## config.mk

```make
export PLATFORM = sky130hd
export DESIGN_NAME = spi_slave_frame
export DESIGN_NICKNAME = d
export VERILOG_FILES = /design/src/rtl/spi_slave_frame.sv
export SDC_FILE = /design/constraint.sdc
export NUM_CORES = 1
export LEC_CHECK = 0
export CAP_MARGIN = 20
export CORE_AREA = 3 3 86 88
export CTS_CLUSTER_SIZE = 14
export DETAILED_ROUTE_END_ITERATION = 8
export DIE_AREA = 0 0 89 91
export PLACE_DENSITY = 0.82
export RECOVER_POWER = 100
export SKIP_LAST_GASP = 1
export SYNTH_ARGS = -nofsm -noshare
export SYNTH_HDL_FRONTEND = slang
export SYNTH_SLANG_ARGS = --single-unit
```

## constraint.sdc

```tcl
create_clock -name clk -period 4.4 [get_ports clk]
set_input_delay 0.44 -clock clk [delete_from_list [all_inputs] [get_ports clk]]
set_output_delay 0.44 -clock clk [all_outputs]
set_load 0.01 [all_outputs]
```

## src/rtl/spi_slave_frame.sv

```systemverilog
`timescale 1ns/1ps
// Oversampled SPI slave: receives one framed NPU command, then returns a response word.
// Optional macro SPI_PARITY_EN appends an odd-parity bit to every received frame.
module spi_slave_frame #(
   parameter int CMD_W       = 8,
   parameter int TILE_W      = 3,
   parameter int OP_W        = 3,
   parameter int DATA_W      = 8,
   parameter int RESP_W      = 8,
   parameter int SPI_MODE    = 0,
   parameter int SYNC_STAGES = 2
) (
   input  logic              clk,
   input  logic              rst,
   input  logic              sclk,
   input  logic              mosi,
   input  logic              cs_n,
   output logic              miso,
   output logic              miso_oe,
   output logic [CMD_W-1:0]  cmd,
   output logic [TILE_W-1:0] tile_i,
   output logic [TILE_W-1:0] tile_j,
   output logic [OP_W-1:0]   op_code,
   output logic [DATA_W-1:0] data_in,
   output logic              rx_valid,
   input  logic [RESP_W-1:0] tx_data,
   input  logic              tx_valid,
   output logic              tx_ready,
   output logic              frame_err,
   output logic              tx_underrun,
   output logic              parity_err
);

   localparam int FRAME_W = CMD_W + 2*TILE_W + OP_W + DATA_W;
`ifdef SPI_PARITY_EN
   localparam int RX_BITS = FRAME_W + 1;
`else
   localparam int RX_BITS = FRAME_W;
`endif
   localparam int MAX_BITS = (RX_BITS > RESP_W) ? RX_BITS : RESP_W;
   localparam int CNT_W    = $clog2(MAX_BITS + 1);
   localparam logic [CNT_W-1:0] RX_LAST = CNT_W'(RX_BITS - 1);
   localparam logic [CNT_W-1:0] TX_LAST = CNT_W'(RESP_W - 1);
   localparam logic [CNT_W-1:0] CNT_ONE = CNT_W'(1);
   localparam bit CPOL = (SPI_MODE & 2) != 0;
   localparam bit CPHA = (SPI_MODE & 1) != 0;

   typedef enum logic [1:0] {S_IDLE, S_RX, S_TX, S_DONE} state_t;
   state_t r_state, w_next;

   logic [SYNC_STAGES-1:0] r_sclk_sync, r_mosi_sync, r_cs_sync;
   logic                   r_sclk_d, r_cs_d;
   logic [CNT_W-1:0]       r_bit_cnt;
   logic [RX_BITS-2:0]     r_frame;
   logic [RESP_W-1:0]      r_tx_sr;
   logic                   r_miso, r_loaded, r_started;
   logic                   r_rx_valid, r_frame_err, r_tx_underrun;
   logic [CMD_W-1:0]       r_cmd;
   logic [TILE_W-1:0]      r_tile_i, r_tile_j;
   logic [OP_W-1:0]        r_op;
   logic [DATA_W-1:0]      r_data;

   logic w_sclk_s, w_mosi_s, w_cs_s, w_rise, w_fall, w_lead, w_trail;
   logic w_sample, w_shift, w_cs_fall, w_cs_rise, w_abort, w_rx_done, w_tx_done;
   logic w_load, w_par_ok;
   logic [RX_BITS-1:0] w_frame_next;
   logic [FRAME_W-1:0] w_fields;
   logic [RESP_W-1:0]  w_tx_src;

   // Pin synchronisers plus one history flop for edge detection; idle levels avoid a false edge out of reset
   always_ff @(posedge clk or posedge rst) begin
      if (rst) begin
         r_sclk_sync <= {SYNC_STAGES{CPOL}};
         r_mosi_sync <= '0;
         r_cs_sync   <= '1;
         r_sclk_d    <= CPOL;
         r_cs_d      <= 1'b1;
      end else begin
         r_sclk_sync <= {r_sclk_sync[SYNC_STAGES-2:0], sclk};
         r_mosi_sync <= {r_mosi_sync[SYNC_STAGES-2:0], mosi};
         r_cs_sync   <= {r_cs_sync[SYNC_STAGES-2:0], cs_n};
         r_sclk_d    <= r_sclk_sync[SYNC_STAGES-1];
         r_cs_d      <= r_cs_sync[SYNC_STAGES-1];
      end
   end

   assign w_sclk_s  = r_sclk_sync[SYNC_STAGES-1];
   assign w_mosi_s  = r_mosi_sync[SYNC_STAGES-1];
   assign w_cs_s    = r_cs_sync[SYNC_STAGES-1];
   assign w_rise    = w_sclk_s & ~r_sclk_d;
   assign w_fall    = ~w_sclk_s & r_sclk_d;
   assign w_lead    = CPOL ? w_fall : w_rise;
   assign w_trail   = CPOL ? w_rise : w_fall;
   assign w_sample  = CPHA ? w_trail : w_lead;
   assign w_shift   = CPHA ? w_lead : w_trail;
   assign w_cs_fall = ~w_cs_s & r_cs_d;
   assign w_cs_rise = w_cs_s & ~r_cs_d;
   assign w_abort   = ((r_state == S_RX) || (r_state == S_TX)) && w_cs_rise;
   assign w_rx_done = (r_state == S_RX) && w_sample && (r_bit_cnt == RX_LAST) && !w_cs_rise;
   assign w_tx_done = (r_state == S_TX) && w_sample && (r_bit_cnt == TX_LAST) && !w_cs_rise;

   assign w_frame_next = {r_frame, w_mosi_s};
   assign w_fields     = w_frame_next[RX_BITS-1 -: FRAME_W];
`ifdef SPI_PARITY_EN
   assign w_par_ok = ^w_frame_next;
`else
   assign w_par_ok = 1'b1;
`endif
   assign w_load   = tx_valid & tx_ready;
   assign w_tx_src = w_load ? tx_data : r_tx_sr;

   always_ff @(posedge clk or posedge rst) begin
      if (rst) r_state <= S_IDLE;
      else     r_state <= w_next;
   end

   always_comb begin
      w_next = r_state;
      unique case (r_state)
         S_IDLE: if (w_cs_fall) w_next = S_RX;
         S_RX:   if (w_abort) w_next = S_IDLE; else if (w_rx_done) w_next = S_TX;
         S_TX:   if (w_abort) w_next = S_IDLE; else if (w_tx_done) w_next = S_DONE;
         S_DONE: if (w_cs_s) w_next = S_IDLE;
         default: w_next = S_IDLE;
      endcase
   end

   always_comb begin
      tx_ready = 1'b0;
      miso     = 1'b0;
      miso_oe  = ~w_cs_s;
      if (r_state == S_TX) begin
         tx_ready = ~r_loaded & ~r_started;
         miso     = r_miso;
      end
   end

   // Datapath: receive shift, field latch, response load/shift and event pulses
   always_ff @(posedge clk or posedge rst) begin
      if (rst) begin
         r_bit_cnt <= '0; r_frame <= '0; r_tx_sr <= '0;
         r_miso <= 1'b0; r_loaded <= 1'b0; r_started <= 1'b0;
         r_rx_valid <= 1'b0; r_frame_err <= 1'b0; r_tx_underrun <= 1'b0;
         r_cmd <= '0; r_tile_i <= '0; r_tile_j <= '0; r_op <= '0; r_data <= '0;
      end else begin
         r_rx_valid    <= 1'b0;
         r_tx_underrun <= 1'b0;
         r_frame_err   <= w_abort;
         unique case (r_state)
            S_RX: begin
               if (w_sample) begin
                  r_frame   <= w_frame_next[RX_BITS-2:0];
                  r_bit_cnt <= (r_bit_cnt == RX_LAST) ? '0 : r_bit_cnt + CNT_ONE;
               end
               if (w_rx_done && w_par_ok) begin
                  r_cmd      <= w_fields[FRAME_W-1 -: CMD_W];
                  r_tile_i   <= w_fields[FRAME_W-CMD_W-1 -: TILE_W];
                  r_tile_j   <= w_fields[DATA_W+OP_W+TILE_W-1 -: TILE_W];
                  r_op       <= w_fields[DATA_W+OP_W-1 -: OP_W];
                  r_data     <= w_fields[DATA_W-1:0];
                  r_rx_valid <= 1'b1;
               end
            end
            S_TX: begin
               if (w_load) begin
                  r_tx_sr  <= tx_data;
                  r_loaded <= 1'b1;
               end
               // A load in the same clk as the first shift edge still supplies the first bit
               if (w_shift && !r_started) begin
                  r_started     <= 1'b1;
                  r_miso        <= w_tx_src[RESP_W-1];
                  r_tx_sr       <= w_tx_src << 1;
                  r_tx_underrun <= ~w_load & ~r_loaded;
               end else if (w_shift) begin
                  r_miso  <= r_tx_sr[RESP_W-1];
                  r_tx_sr <= r_tx_sr << 1;
               end
               if (w_sample) r_bit_cnt <= r_bit_cnt + CNT_ONE;
            end
            default: begin
               r_bit_cnt <= '0; r_tx_sr <= '0; r_miso <= 1'b0;
               r_loaded  <= 1'b0; r_started <= 1'b0;
            end
         endcase
      end
   end

`ifdef SPI_PARITY_EN
   logic r_parity_err;
   always_ff @(posedge clk or posedge rst) begin
      if (rst) r_parity_err <= 1'b0;
      else     r_parity_err <= w_rx_done & ~w_par_ok;
   end
   assign parity_err = r_parity_err;
`else
   assign parity_err = 1'b0;
`endif

   assign cmd         = r_cmd;
   assign tile_i      = r_tile_i;
   assign tile_j      = r_tile_j;
   assign op_code     = r_op;
   assign data_in     = r_data;
   assign rx_valid    = r_rx_valid;
   assign frame_err   = r_frame_err;
   assign tx_underrun = r_tx_underrun;

endmodule
```

==> results of run 1 <==
[Yosys cell counts, drive strengths merged (2+ instances only)]
master,number
ha,7
a32o,4
buf,9
nand3,15
nor3,2
nor2,10
mux2i,3
nand2b,3
dfrtp,75
clkbuf,4
or3,2
dfstp,3
a21oi,3
o21ai,4
a31oi,2
nand2,9
inv,8
a22o,4
nand3b,2
nor2b,3
nor3b,2
a21o,3
mux2,51
[routing by layer]
metal | global-route usage | up-vias
met4 | 0.0546 | 0
met2 | 0.237 | 61
met5 | 0 | -
met1 | 0.229 | 1037
li1 | - | 973
met3 | 0.0726 | 8
[power by group]
part / internal (mW) / switching (mW) / leakage (nW) / total (mW)
Sequential: 0.786 / 0.0516 / 1.05 / 0.838
Clock: 0.325 / 0.266 / 0.107 / 0.591
Combinational: 0.165 / 0.212 / 0.846 / 0.377
[metrics by stage]
stage                     hold WS (ps)  power, mW  setup WS (ps)
after floorplan                    331       1.14           1970
after global placement             332       1.22           1710
after detailed placement           339       1.24           1650
after CTS                          358       1.83           1620
after global routing               369       1.91           1040
final                              354       1.81           1360
[final timing paths]
| path | startpoint | end | slack (ps) | depth (start not counted) |
|---|---|---|---|---|
| min | r_mosi_sync[0]$_DFF_PP0_ | r_mosi_sync[1]$_DFF_PP0_ | 350 | 0 |
| max in group asynchronous | rst | r_frame[12]$_DFFE_PP0N_ | 1800 | 3 |
| max | r_state[1]$_DFFE_PP0P_ | op_code[0]$_DFFE_PP0P_ | 1360 | 6 |
| min reg2reg | r_mosi_sync[0]$_DFF_PP0_ | r_mosi_sync[1]$_DFF_PP0_ | 350 | 0 |
| max reg2reg | r_state[1]$_DFFE_PP0P_ | op_code[0]$_DFFE_PP0P_ | 1360 | 6 |
| min in group asynchronous | rst | r_tx_sr[3]$_DFFE_PP0P_ | 800 | 2 |
[sequential cells by signal, indices dropped and copies added, names as in the netlist, 2 cells and up]
name,count
r_cs_sync,2
tile_j,3
r_frame,24
cmd,8
op_code,3
r_mosi_sync,2
r_state,2
r_tx_sr,8
r_sclk_sync,2
r_bit_cnt,5
data_in,8
tile_i,3
[logic make-up (layout without fill, tap and decap cells)]
logic type | after synthesis | count (layout) | synth area share
buf+inv | 21 | 71 | 0.0307
xor+xnor | 1 | 1 | 0.00262
fa+ha+maj | 7 | 7 | 0.0262
compound gates | 28 | 28 | 0.0663
simple gates | 57 | 57 | 0.0997
mux | 55 | 55 | 0.188
flops | 78 | 78 | 0.586
other cells | 1 | 1 | 0.00112
[cell type report]
class / count / area [um2]
clock buffer: 10 / 128
multi-input combinational: 149 / 1270
timing repair buffer: 47 / 455
tap: 80 / 100
clock inverter: 6 / 93.8
sequential: 78 / 1960
fill: 525 / 2690
inverter: 8 / 30.0
==> results.cfg, run 1 <==
[clock_network]
clock_latency_ps = 350
cts_resized = 0
cts_buffers = 9
cts_setup_buffers = 0
clk_path_buf_depth = 2
cts_tree = yes
htreeDepth = 3
cts_root_buffer = clkbuf_8
postCtsHoldBufs = 0
clk_pin_slew_ps = 80
cts_sinks = 78

[floorplan]
die_w_um = 89
die_h_um = 91
fp.dieArea_mm2 = 0.00810
start_util = 0.497
io_pins = 46
core-area_mm2 = 0.00672
std_cell_rows = 30

[timing]
relSlewSlack = 0.0931
rsz0062_at_grt = no
tightest_slew_ps = 1360
hold_violations = 0
setup_tns_ps = 0
setup_viol = 0
layout_min_cycle_time_ps = 3040
fin_skew_ps = 15.2
drv_slew = 0
fmax_mhz = 329
fin_crit_sh = 0.690

[setup_path]
critPathSlowestCell = nand2_1
cpLargestDelayFamily = simple AND/OR/NAND/NOR gates
crit_required_ps = 4630
arrival_ps = 3270
crit_chain = inv_1 -> ha_1 -> nand2_1 -> nor3_4 -> buf_4 -> mux2_2
critPathBufInv = 2
max_stage_delay_ps = 760
cp-start-kind = flop
crit_fanout = 26
cp-end-kind = flop
crit_type = reg2reg

[yosys]
synth_cells = 248
synth_area_leaders = dfrtp_1, mux2_2, ha_1
synth_top_area_frac = 0.562
syn_area_per_cell_um2 = 13.5
synth-seq-cells = 78
synth_nets = 269
netlist_area_mm2 = 0.00334
synth_top_area_cell = dfrtp_1
yosysWarnings = 0
yosysUniqueCellTypes = 49
async_flop_share = 1.00
yosysSeqAreaShare = 0.586
synth_edf_count = 0
yosys_most_used_dff = dfrtp_1

[hold_path]
hp-class = reg2reg

[global_routing]
grt_pass1_wl_um = 10400
globalRouteOverflowTotal = 0
antenna_found_initial = 0
groute.usage.overall = 0.167
grt_pass1_vias = 2144
grt_max_degree = 31

[drt]
wirelength_met1_um = 2740
top_layer = met4
met2WireLength_um = 2830
ant_nets = 0
wl_met3_um = 320
drc = 0
wire_per_inst_um = 15.7
wl_um = 5950
drtIter0Drc = 41
dr_total_vias = 2079
via_per_inst = 5.50
drtPass1Iterations = 4

[finish]
utilization = 0.600
final_cell_mix = dfrtp_1, mux2_2, dlygate4sd3_1
design_area_mm2 = 0.00403
nets = 314
syn2layout_area_growth_pct = 20.8
n_antenna_cell = 0
final_layout_size_suffix_gt1_frac = 0.238
layout.cells.non_filler = 378
final_common_cell = dfrtp_1

[pwr]
ir_drop_mv = 0.267
leakagePower_nw = 2.01
powerDensity_mw_per_mm2 = 448

[outcome]
status = completed

[flow_run]
max-cap-violations = 0

[place]
portBuffers = 44
dp_hpwl_um = 4050
post_dp_cell_area_mm2 = 0.00383
routabilityCongestion = 0.811
dp.cells = 362
(Power assumes the default switching activity.)
==> inputs of run 2 (changes only) <==
==> constraint.sdc (replaced) <==
create_clock -name clk -period 2.9 [get_ports clk]
set_input_delay 0.29 -clock clk [delete_from_list [all_inputs] [get_ports clk]]
set_output_delay 0.29 -clock clk [all_outputs]
set_load 0.01 [all_outputs]
==> run 2 against run 1 <==
Effect of this change:
- cell count increased by 0.26%
- count of clock-buffer cells in the layout increased by 2
- first-iteration DRC count rose by 120%
- flip-flop and latch count did not move
- setup slack got worse by 980 ps
- critical endpoint is now tx_ready
- largest power group unchanged
==> results.cfg, run 2 (synthesis results as in run 1) <==
[drt]
ant_nets = 0
via_per_inst = 5.68
wl_um = 6010
drtPass1Iterations = 4
dr_total_vias = 2152
drtIter0Drc = 89
drc = 0
wire_per_inst_um = 15.9

[hold_path]
hp-start = r_sclk_sync[0]$_DFF_PP0_
hp-class = reg2reg
whs_path_depth = 0
hold_end = r_sclk_sync[1]$_DFF_PP0_

[setup_path]
cpLargestDelayFamily = buffers and inverters
r2r_start = r_state[0]$_DFFE_PP0P_
cp-end-kind = output pin
critPathBufInv = 2
crit_fanout = 14
arrival_ps = 2220
max_stage_delay_ps = 630
cp-start-kind = flop
critPathSlowestCell = dlygate4sd3_1
crit_chain = inv_1 -> ha_1 -> nor3b_1 -> dlygate4sd3_1
r2r_slack_ps = 500
crit_type = reg2out
worst_r2r_path_depth = 6
crit_required_ps = 2610
r2r-end = r_miso$_DFFE_PP0P_

[finish]
final_cell_mix = dfrtp_1, mux2_2, dlygate4sd3_1
final_common_cell = dfrtp_1
n_antenna_cell = 0
largest-register = r_frame
nets = 316
utilization = 0.601
syn2layout_area_growth_pct = 20.9
final_layout_size_suffix_gt1_frac = 0.237
fillers = 523
design_area_mm2 = 0.00404
largest_reg_flops = 24

[global_routing]
antenna_found_initial = 0
grt_max_degree = 49
groute.usage.overall = 0.162
grt_util_met3 = 0.0690
globalRouteOverflowTotal = 0
grt_pass1_wl_um = 10200
top_usage_layer = met2
use_met1 = 0.216
grtUsageMet2 = 0.233
grt_pass1_vias = 2163

[floorplan]
start_util = 0.497
core-area_mm2 = 0.00672
die_w_um = 89
fp.dieArea_mm2 = 0.00810
io_pins = 46
die_h_um = 91
std_cell_rows = 30

[clock_network]
postCtsHoldBufs = 0
clk_pin_slew_ps = 70
cts_sinks = 78
clock_latency_ps = 340
cts_root_buffer = clkbuf_8
clk_path_buf_depth = 2
cts_tree = yes
cts_buffers = 9
htreeDepth = 3
cts_setup_buffers = 0
cts_resized = 0

[timing]
fin_skew_ps = 9.82
setup_viol = 0
layout_min_cycle_time_ps = 2510
hold_violations = 0
fmax_mhz = 398
fin_crit_sh = 0.867
relSlewSlack = 0.143
tightest_slew_ps = 1290
setup_tns_ps = 0
rsz0062_at_grt = no
drv_slew = 0

[place]
portBuffers = 44
dp_hpwl_um = 3960
post_dp_cell_area_mm2 = 0.00386
routabilityCongestion = 0.842

[flow_run]
max-cap-violations = 0

[pwr]
ir_drop_mv = 0.496
powerDensity_mw_per_mm2 = 677
leakagePower_nw = 2.01

[outcome]
status = completed
==> run 2: cell types whose count changed in the layout (fill, tap and decap cells not counted), sizes merged <==
cell and delta:
buf +1, inv -2, clkbuf +3, clkinvlp -1
==> run 2: worst max-delay path by stage <==
stage                                 startpoint                        to  slack (ps)  depth (start not counted)
after floorplan                              rst        cmd[0]$_DFFE_PP0P_         620                          1
after global placement    r_state[0]$_DFFE_PP0P_        r_miso$_DFFE_PP0P_         750                          6
after detailed placement  r_state[0]$_DFFE_PP0P_        r_miso$_DFFE_PP0P_         650                          6
after CTS                 r_state[0]$_DFFE_PP0P_                  tx_ready         430                          4
after global routing                         rst  r_bit_cnt[1]$_DFFE_PP0P_         120                          3
final                     r_state[0]$_DFFE_PP0P_                  tx_ready         390                          4
==> run 2: worst reg2reg max path, delay by kind of cell, from the launching register on <==
| kind | cells | cell delay [ps] |
|---|---|---|
| and+or+nand+nor | 2 | 760 |
| adders and majority gates | 1 | 450 |
| DFF | 1 | 410 |
| muxes | 1 | 290 |
| AOI/OAI and AO/OA | 1 | 250 |
| buffers and inverters | 1 | 140 |
==> run 2: power by group <==
group | leakage (nW) | switching [mW] | internal (mW)
logic | 0.855 | 0.333 | 0.251
registers | 1.05 | 0.0800 | 1.19
clock network | 0.107 | 0.371 | 0.506
total | 2.01 | 0.784 | 1.95
==> run 2: area by class of cell <==
type	instances	area, um2	area share
flip-flops and latches	78	1960	0.484
multi-input cells	149	1270	0.315
repair buffers	49	468	0.116
clock buffers	12	145	0.0359
well taps	80	100	0.0248
clock inverters	3	68.8	0.0170
inverters	8	30.0	0.00743
==> run 2: per-layer routing <==
| layer | wire, um | share of wire | vias to the layer above |
|---|---|---|---|
| met1 | 2580 | 0.43 | 1081 |
| met3 | 423 | 0.070 | 14 |
| met5 | 0 | 0 | - |
| met2 | 2900 | 0.48 | 77 |
| met4 | 108 | 0.018 | 0 |
| li1 | - | - | 980 |
==> run 2: stage by stage <==
step | instances | hold slack [ps] | power [mW] | setup WS [ps]
finish | 379 | 357 | 2.74 | 386
global route | 379 | 368 | 2.87 | 125
CTS | 379 | 353 | 2.78 | 428
detailed placement | 364 | 336 | 1.90 | 645
global placement | 364 | 334 | 1.86 | 752
floorplan | 248 | 294 | 1.73 | 620
